`config.mk`:
```
export PLATFORM = sky130hd
export DESIGN_NAME = ring_seek_controller
export DESIGN_NICKNAME = d
export VERILOG_FILES = /design/src/rtl/ring_seek_controller.sv
export SDC_FILE = /design/constraint.sdc
export NUM_CORES = 1
export LEC_CHECK = 0
export CORE_MARGIN = 2
export CORE_UTILIZATION = 40
export CTS_CLUSTER_DIAMETER = 50
export DETAILED_ROUTE_END_ITERATION = 8
export GPL_ROUTABILITY_DRIVEN = 0
export GPL_TIMING_DRIVEN = 0
export PLACE_DENSITY_LB_ADDON = 0.1
export SLEW_MARGIN = 20
export SYNTH_ARGS = -nofsm -noshare
export SYNTH_HDL_FRONTEND = slang
export SYNTH_SLANG_ARGS = --single-unit
```
`constraint.sdc`:
```
create_clock -name clk -period 4.6 [get_ports clk]
set_input_delay 1.15 -clock clk [delete_from_list [all_inputs] [get_ports clk]]
set_output_delay 1.15 -clock clk [all_outputs]
set_load 0.005 [all_outputs]
```
`src/rtl/ring_seek_controller.sv`:
```
// Ring position seek controller: two-requester round-robin front end driving a
// single-step ring mover with shortest-direction selection and post-step settling.
module ring_seek_controller #(
  parameter int NPOS   = 10,
  parameter int SETTLE = 1
) (
  input  logic            clk,
  input  logic            reset,
  input  logic            req0_valid,
  input  logic            req1_valid,
  input  logic [3:0]      req0_target,
  input  logic [3:0]      req1_target,
  output logic            req0_ready,
  output logic            req1_ready,
  output logic [NPOS-1:0] pos_onehot,
  output logic [3:0]      pos,
  output logic            step,
  output logic            dir,
  output logic            busy,
  output logic            done,
  output logic            done_id,
  output logic            done_err
);

  typedef enum logic [1:0] {S_IDLE, S_MOVE, S_WAIT, S_DONE} state_t;

  localparam logic [3:0] LAST      = 4'(NPOS - 1);
  localparam logic [4:0] NPOS5     = 5'(NPOS);
  localparam logic [4:0] HALF5     = 5'(NPOS / 2);
  localparam logic [3:0] SETTLE_M1 = 4'((SETTLE > 0) ? SETTLE - 1 : 0);

  state_t            state_q, state_d;
  logic [3:0]        pos_q, pos_d;
  logic [NPOS-1:0]   oh_q, oh_d;
  logic [3:0]        tgt_q, tgt_d;
  logic              id_q, id_d;
  logic              err_q, err_d;
  logic              ptr_q, ptr_d;
  logic [3:0]        wcnt_q, wcnt_d;

  logic              gnt0, gnt1, step_c, dir_c, done_c;
  logic [3:0]        sel_tgt;
  logic [4:0]        diff;
  logic              dir_up;

  // Forward distance around the ring; ties at exactly half favour the up direction.
  assign diff   = ({1'b0, tgt_q} >= {1'b0, pos_q}) ? ({1'b0, tgt_q} - {1'b0, pos_q})
                                                   : ({1'b0, tgt_q} + NPOS5 - {1'b0, pos_q});
  assign dir_up = (diff <= HALF5);

  always_comb begin
    state_d = state_q;
    pos_d   = pos_q;
    oh_d    = oh_q;
    tgt_d   = tgt_q;
    id_d    = id_q;
    err_d   = err_q;
    ptr_d   = ptr_q;
    wcnt_d  = wcnt_q;
    gnt0    = 1'b0;
    gnt1    = 1'b0;
    step_c  = 1'b0;
    dir_c   = 1'b0;
    done_c  = 1'b0;
    sel_tgt = req0_target;
    case (state_q)
      S_IDLE: begin
        if (req0_valid && (!req1_valid || !ptr_q)) gnt0 = 1'b1;
        else if (req1_valid)                        gnt1 = 1'b1;
        if (gnt0 || gnt1) begin
          sel_tgt = gnt1 ? req1_target : req0_target;
          tgt_d   = sel_tgt;
          id_d    = gnt1;
          err_d   = ({1'b0, sel_tgt} >= NPOS5);
          state_d = (err_d || (sel_tgt == pos_q)) ? S_DONE : S_MOVE;
        end
      end
      S_MOVE: begin
        step_c = 1'b1;
        dir_c  = dir_up;
        if (dir_up) begin
          pos_d = (pos_q == LAST) ? 4'd0 : pos_q + 4'd1;
          oh_d  = {oh_q[NPOS-2:0], oh_q[NPOS-1]};
        end else begin
          pos_d = (pos_q == 4'd0) ? LAST : pos_q - 4'd1;
          oh_d  = {oh_q[0], oh_q[NPOS-1:1]};
        end
        if (SETTLE > 0) begin
          state_d = S_WAIT;
          wcnt_d  = SETTLE_M1;
        end else begin
          state_d = (pos_d == tgt_q) ? S_DONE : S_MOVE;
        end
      end
      S_WAIT: begin
        if (wcnt_q == 4'd0) state_d = (pos_q == tgt_q) ? S_DONE : S_MOVE;
        else                wcnt_d  = wcnt_q - 4'd1;
      end
      S_DONE: begin
        done_c  = 1'b1;
        ptr_d   = ~id_q;
        state_d = S_IDLE;
      end
      default: state_d = S_IDLE;
    endcase
  end

  always_ff @(posedge clk) begin
    if (reset) begin
      state_q <= S_IDLE;
      pos_q   <= 4'd0;
      oh_q    <= {{(NPOS-1){1'b0}}, 1'b1};
      ptr_q   <= 1'b0;
      wcnt_q  <= 4'd0;
    end else begin
      state_q <= state_d;
      pos_q   <= pos_d;
      oh_q    <= oh_d;
      ptr_q   <= ptr_d;
      wcnt_q  <= wcnt_d;
    end
  end

  always_ff @(posedge clk) begin
    tgt_q <= tgt_d;
    id_q  <= id_d;
    err_q <= err_d;
  end

  // Outputs are forced quiet while reset is held so an aborted seek never pulses.
  assign req0_ready = gnt0 & ~reset;
  assign req1_ready = gnt1 & ~reset;
  assign step       = step_c & ~reset;
  assign dir        = dir_c & ~reset;
  assign busy       = (state_q != S_IDLE) & ~reset;
  assign done       = done_c & ~reset;
  assign done_id    = done_c & id_q & ~reset;
  assign done_err   = done_c & err_q & ~reset;
  assign pos        = pos_q;
  assign pos_onehot = oh_q;

endmodule
```
==> results.yml, run 1 <==
outcome:
  outcome: "completed"
power:
  p_leak_uw: 0.000995
  pwr-share-comb: 0.644
  cell_internal_pwr_uw: 787
  power_density_nw_per_um2: 552
  p_sw_uw: 569
  pwr-share-seq: 0.250
  switching_share: 0.420
  p_clk_frac: 0.105
  ir_drop_uv: 196
synth:
  synth_flop_cell: "dfxtp_1"
  synth.avg_cell_area_sq_um: 8.66
  postSynth.asyncResetShare: 0
  ys_ff_latch: 27
  ys_warn_count: 0
  ys_seq_area_frac: 0.309
  synth_cell_types: 50
  synth-edff-count: 6
  synthCells: 224
  syn_nets: 248
  synth_area_sq_um: 1940
timing:
  setup_viol: 0
  final_hold_viol_count: 0
  relSlewSlack: 0.450
  finalCriticalPeriod_ns: 4.11
  worst_slack_ns: 0.495
  rsz0062_at_grt: "false"
  fmax_ghz: 0.244
  worst_pin_slew_ns: 0.819
  skew_ns: 0.00416
  fin_crit_sh: 0.892
  slew_viol_final: 0
cells_and_area:
  final_cells: 317
  final_nets: 288
  drive_above_1_share: 0.106
  area_growth_pct: 26.7
  diodes: 0
worst_setup_path:
  cp_slowest_cell: "dfxtp_4"
  critical_path.startpoint_type: "flip-flop"
  worstPathArrival_ns: 2.96
  crit_path_cell_trace: "clkbuf_8, clkinvlp_4, ha_4, inv_1, ha_1, ha_1, or3_1, a22o_1, mux2i_4, nand3_4, buf_6, nor3_1, dlymetal6s2s_1"
  crit_type: "reg -> out"
  worst-path-buf-inv: 5
  worstPathMaxFanout: 10
  slowest_delay_ns: 0.39
  crit_family: "adder cells"
  worstSetupStartpoint: "pos[1]"
  timing.rr.start: "pos[1]"
  cp_common_cell: "ha_1"
  worstPathRequired_ns: 3.45
  endpoint_kind: "output pin"
die:
  fp.dieArea_sq_um: 5420
  die_w_um: 73.7
  start_util: 0.414
  rows: 25
  placeableCoreArea_sq_um: 4690
  pin_count: 34
  die_y_um: 73.7
clock_tree:
  clk_latency_ns: 0.28
  clk_transition_reported_paths_ns: 0.10
  cts_buffer_depth: 2
  cts_max_level: 1
  cts_root_buffer: "clkbuf_8"
  cts_tree: "yes"
  cts_sinks: 27
  cts_buffers: 3
grt:
  grt_start_max_net_pins: 17
  grt_pass1_vias: 1639
  antenna_found_initial: 0
  grt_overflow_total: 0
  grt_usage: 0.177
  grt_pass1_wl_mm: 7.58
flow_run:
  max_cap_viol_count: 0
route:
  wl_mm: 4.49
  vias_per_cell: 5.45
  vias: 1727
  drtPass1Iterations: 4
  drc_errors: 0
  wire_per_inst_um: 14.2
  drt_iter0_markers: 84
  ant_nets: 0
placement:
  place_hpwl_mm: 3.35
  dp.cells: 310
  post-place-ws_ns: -0.220
  port_buffers: 32
hold_path:
  min_from: "wcnt_q[3]"
  min_path_type: "reg -> reg"
-- worst register-to-register path, stage by stage (launching register included) --
cell        delay [ns]
dfxtp_4           0.39
clkbuf_8          0.17
clkinvlp_4        0.12
ha_4              0.28
inv_1             0.04
ha_1              0.19
ha_1              0.19
or3_1             0.34
a22o_1            0.25
mux2i_4           0.19
nand3_4           0.11
buf_6             0.17
o41ai_2           0.29
o22ai_1           0.11
-- area by class of cell --
cell class | count | area, sq um
inverters | 20 | 78.8
clock buffers | 3 | 41.3
clock inverters | 1 | 6.26
repair buffers | 36 | 353
flip-flops and latches | 27 | 608
plain buffers | 11 | 66.3
fillers | 456 | 2230
multi-input cells | 165 | 1240
well taps | 54 | 67.6
-- cell families after synthesis --
kind of cell               count (synthesis)  synth area share
AOI/OAI and AO/OA                         56             0.208
xor gates and xnor gates                   8            0.0361
adders and majority gates                 12            0.0851
buffers and inverters                     32            0.0696
DFF                                       27             0.309
muxes                                     17            0.0948
and+or+nand+nor                           72             0.197
-- placed cells by master, fill, tap and decap left out, types with 2 or more instances in the layout --
cell             instances
clkbuf_8                 4
a21oi_1                 15
o32ai_1                  2
nor2_1                  23
inv_1                   18
and2_1                   4
buf_6                    2
xnor2_1                  6
o21ai_0                  6
and3_1                   2
or3_1                    2
clkbuf_1                 8
nand2b_1                 4
a31oi_1                  2
clkdlybuf4s50_1         31
a311oi_1                 2
nor3_1                   9
a41oi_1                  2
ha_4                     2
dfxtp_4                  2
fa_1                     2
dfxtp_1                 19
mux2i_1                 15
nor2b_1                  4
nand3b_1                 2
a211oi_1                11
o22ai_1                  3
buf_4                    4
ha_1                     8
nor4_1                   2
edfxtp_1                 6
a2111oi_0                2
nand2_1                 12
-- timing repair --
action,4_1_cts,5_1_grt
setup endpoints to repair,1,1
setup buffers,2,2
pin swaps,4,2
gates resized for setup,13,1
hold buffers,0,0
-- Yosys cell counts (2+ instances only) --
master	n	area share
a2111oi_0	2	0.0090
a211oi_1	11	0.043
a21oi_1	15	0.039
a311oi_1	2	0.0090
a31oi_1	2	0.0064
a41oi_1	2	0.0090
and2_1	4	0.013
and3_1	2	0.0064
buf_6	2	0.012
clkbuf_1	10	0.019
dfxtp_1	21	0.22
edfxtp_1	6	0.093
fa_1	2	0.021
ha_1	10	0.064
inv_1	20	0.039
mux2i_1	15	0.077
nand2_1	12	0.023
nand2b_1	4	0.013
nand3b_1	2	0.0077
nor2_1	23	0.044
nor2b_1	4	0.013
nor3_1	9	0.023
nor4_1	2	0.0064
o21ai_0	6	0.015
o22ai_1	3	0.0097
o32ai_1	2	0.0090
or3_1	2	0.0064
xnor2_1	7	0.032
-- path summary, 6_finish.rpt --
| kind | endpoint | slack (ns) | depth (start not counted) |
|---|---|---|---|
| worst max-delay path | dir | 0.49 | 13 |
| worst min-delay path | wcnt_q[3] | 0.48 | 1 |
| worst max register to register | pos[3] | 1.69 | 13 |
| worst min register to register | wcnt_q[3] | 0.48 | 1 |
-- power by group through the flow --
stage / Clock, uW / Sequential [uW] / Combinational [uW]
final: 143 / 340 / 874
after global routing: 152 / 346 / 973
after CTS: 146 / 340 / 846
after detailed placement: 0 / 334 / 804
after global placement: 0 / 334 / 797
after floorplan: 0 / 323 / 618
-- per-layer routing --
layer  share of wire  global-route usage  up-vias
li1                -                   -      879
met1            0.49               0.245      820
met5               0                   0        -
met4           0.010              0.0424        0
met3           0.024              0.0178        5
met2            0.48               0.296       23
-- state kept, by name (all words and copies together), names as in the netlist --
| signal | flops |
|---|---|
| id_q | 1 |
| tgt_q | 4 |
| err_q | 1 |
| pos_onehot | 10 |
| wcnt_q | 4 |
| ptr_q | 1 |
| pos | 4 |
| state_q | 2 |
-- stage by stage --
stage / cell area (sq um) / util / TNS (ns) / hold slack (ns) / total power, uW
2_1_floorplan: 1940 / - / 0 / 0.439 / 941
3_3_place_gp: 2330 / 0.496 / -0.180 / 0.459 / 1130
3_5_place_dp: 2330 / 0.496 / -0.220 / 0.460 / 1140
4_1_cts: 2440 / 0.520 / 0 / 0.476 / 1330
5_1_grt: 2460 / 0.524 / 0 / 0.482 / 1470
6_report: 2460 / 0.524 / 0 / 0.477 / 1360
(Power assumes the default switching activity.)
==> run 2: changes to the inputs <==
CORE_ASPECT_RATIO = 1.4   (was unset)
==> results.yml, run 2 (synthesis results as in run 1) <==
worst_setup_path:
  ff2ff_path_depth: 13
  reg2reg_to: "pos[3]"
  worstPathMaxFanout: 10
  slowest_delay_ns: 0.38
  cp_common_cell: "ha_1"
  worstPathRequired_ns: 3.45
  timing.rr.start: "pos[1]"
  cp_slowest_cell: "dfxtp_4"
  endpoint_kind: "output pin"
  crit_path_cell_trace: "clkbuf_8, clkinvlp_4, ha_4, inv_1, ha_1, ha_1, or3_1, a22o_1, mux2i_4, nand3_4, buf_6, nor3_1, dlymetal6s2s_1"
  worstPathArrival_ns: 2.98
  critical_path.startpoint_type: "flip-flop"
  reg2reg_slack_ns: 1.69
  crit_type: "reg -> out"
grt:
  grt_pass1_vias: 1736
  grt_overflow_total: 0
  grt_usage: 0.185
  grt_start_max_net_pins: 16
  grt_pass1_wl_mm: 8.07
  antenna_found_initial: 0
placement:
  placed_area_sq_um: 2340
  port_buffers: 32
  place_hpwl_mm: 3.55
hold_path:
  min_path_cells: 1
  whs_endpoint: "wcnt_q[3]"
  min_path_type: "reg -> reg"
  min_from: "wcnt_q[3]"
route:
  drt_iter0_markers: 51
  ant_nets: 0
  drtPass1Iterations: 4
  drc_errors: 0
  wire_per_inst_um: 13.9
  vias_per_cell: 5.29
  vias: 1723
  wl_mm: 4.55
timing:
  fmax_ghz: 0.242
  setup_viol: 0
  rsz0062_at_grt: "false"
  hold_slack_ns: 0.473
  final.setup.tns_ns: 0
  skew_ns: 0.00354
  relSlewSlack: 0.479
  slew_viol_final: 0
  final_hold_viol_count: 0
  worst_pin_slew_ns: 0.775
  fin_crit_sh: 0.897
  finalCriticalPeriod_ns: 4.13
clock_tree:
  cts_max_level: 1
  clk_latency_ns: 0.27
  cts_tree: "yes"
  cts_buffer_depth: 2
  cts_root_buffer: "clkbuf_8"
  hold_buffers: 0
  cts_sinks: 27
  cts_buffers: 3
  clk_transition_reported_paths_ns: 0.09
die:
  fp.dieArea_sq_um: 5430
  placeableCoreArea_sq_um: 4770
  pin_count: 34
  start_util: 0.407
  die_w_um: 62.9
  die_y_um: 86.4
  rows: 30
power:
  p_leak_uw: 0.000982
  ir_drop_uv: 266
  power_density_nw_per_um2: 538
cells_and_area:
  multi_input_area_sq_um: 1220
  seq_area_sq_um: 608
  mostFrequentLayoutCells: "31 x clkdlybuf4s50_1, 23 x nor2_1, 19 x dfxtp_1"
  final_nets: 287
  largest_register_ffs: 10
  diodes: 0
  fillCellCount: 494
  layout_commonest_cell: "clkdlybuf4s50_1"
  final_core_util: 0.513
  area_growth_pct: 26.1
  fin_area_sq_um: 2450
  drive_above_1_share: 0.103
flow_run:
  max_cap_viol_count: 0
outcome:
  outcome: "completed"
## run 2: worst max-delay path, delay by kind of cell (launching register included)
family          cells  cell delay [ns]
fa+ha+maj           3             0.65
buf+inv             5             0.64
flops               1             0.38
compound gates      1             0.25
mux                 1             0.21
simple gates        3             0.58
## run 2: worst max path at each step
stage | startpoint | end | slack (ns) | depth (start not counted)
after floorplan | pos[2] | dir | 0.65 | 11
after global placement | pos[1] | dir | -0.21 | 13
after CTS | pos[1] | dir | 0.06 | 13
after detailed placement | pos[1] | dir | -0.16 | 13
final | pos[1] | dir | 0.47 | 13
after global routing | pos[1] | dir | 0.29 | 13
## run 2: layout make-up
| class | instances | share of cell area |
|---|---|---|
| plain buffers | 11 | 0.0271 |
| clock inverters | 1 | 0.00204 |
| flip-flops and latches | 27 | 0.248 |
| multi-input cells | 165 | 0.499 |
| well taps | 64 | 0.0327 |
| repair buffers | 35 | 0.141 |
| clock buffers | 3 | 0.0169 |
| inverters | 20 | 0.0322 |
## run 2: layer usage
metal,up-vias,GRT usage,part of all wire
li1,881,-,-
met1,803,0.224,0.45
met2,33,0.333,0.50
met3,6,0.0286,0.028
met4,0,0.0626,0.016
met5,-,0,0
## run 2: power by group
| group | leakage, uW | internal (uW) | switching [uW] |
|---|---|---|---|
| sequential | 0.000232 | 287 | 49.0 |
| clock | 0.0000255 | 60.8 | 75.8 |
| combinational | 0.000725 | 419 | 426 |
| total | 0.000982 | 767 | 550 |
## run 2: metrics by stage
step,cells,setup WS (ns),total power [uW]
3_3_place_gp,320,-0.214,1130
3_5_place_dp,320,-0.165,1140
4_1_cts,326,0.0643,1330
5_1_grt,326,0.295,1440
6_report,326,0.472,1320
2_1_floorplan,224,0.648,941
## run 2: repair_timing
action	in CTS	in global routing
pin swaps	1	0
gates cloned	0	0
gates resized for setup	12	1
setup buffers	3	0
setup endpoints to repair	1	1
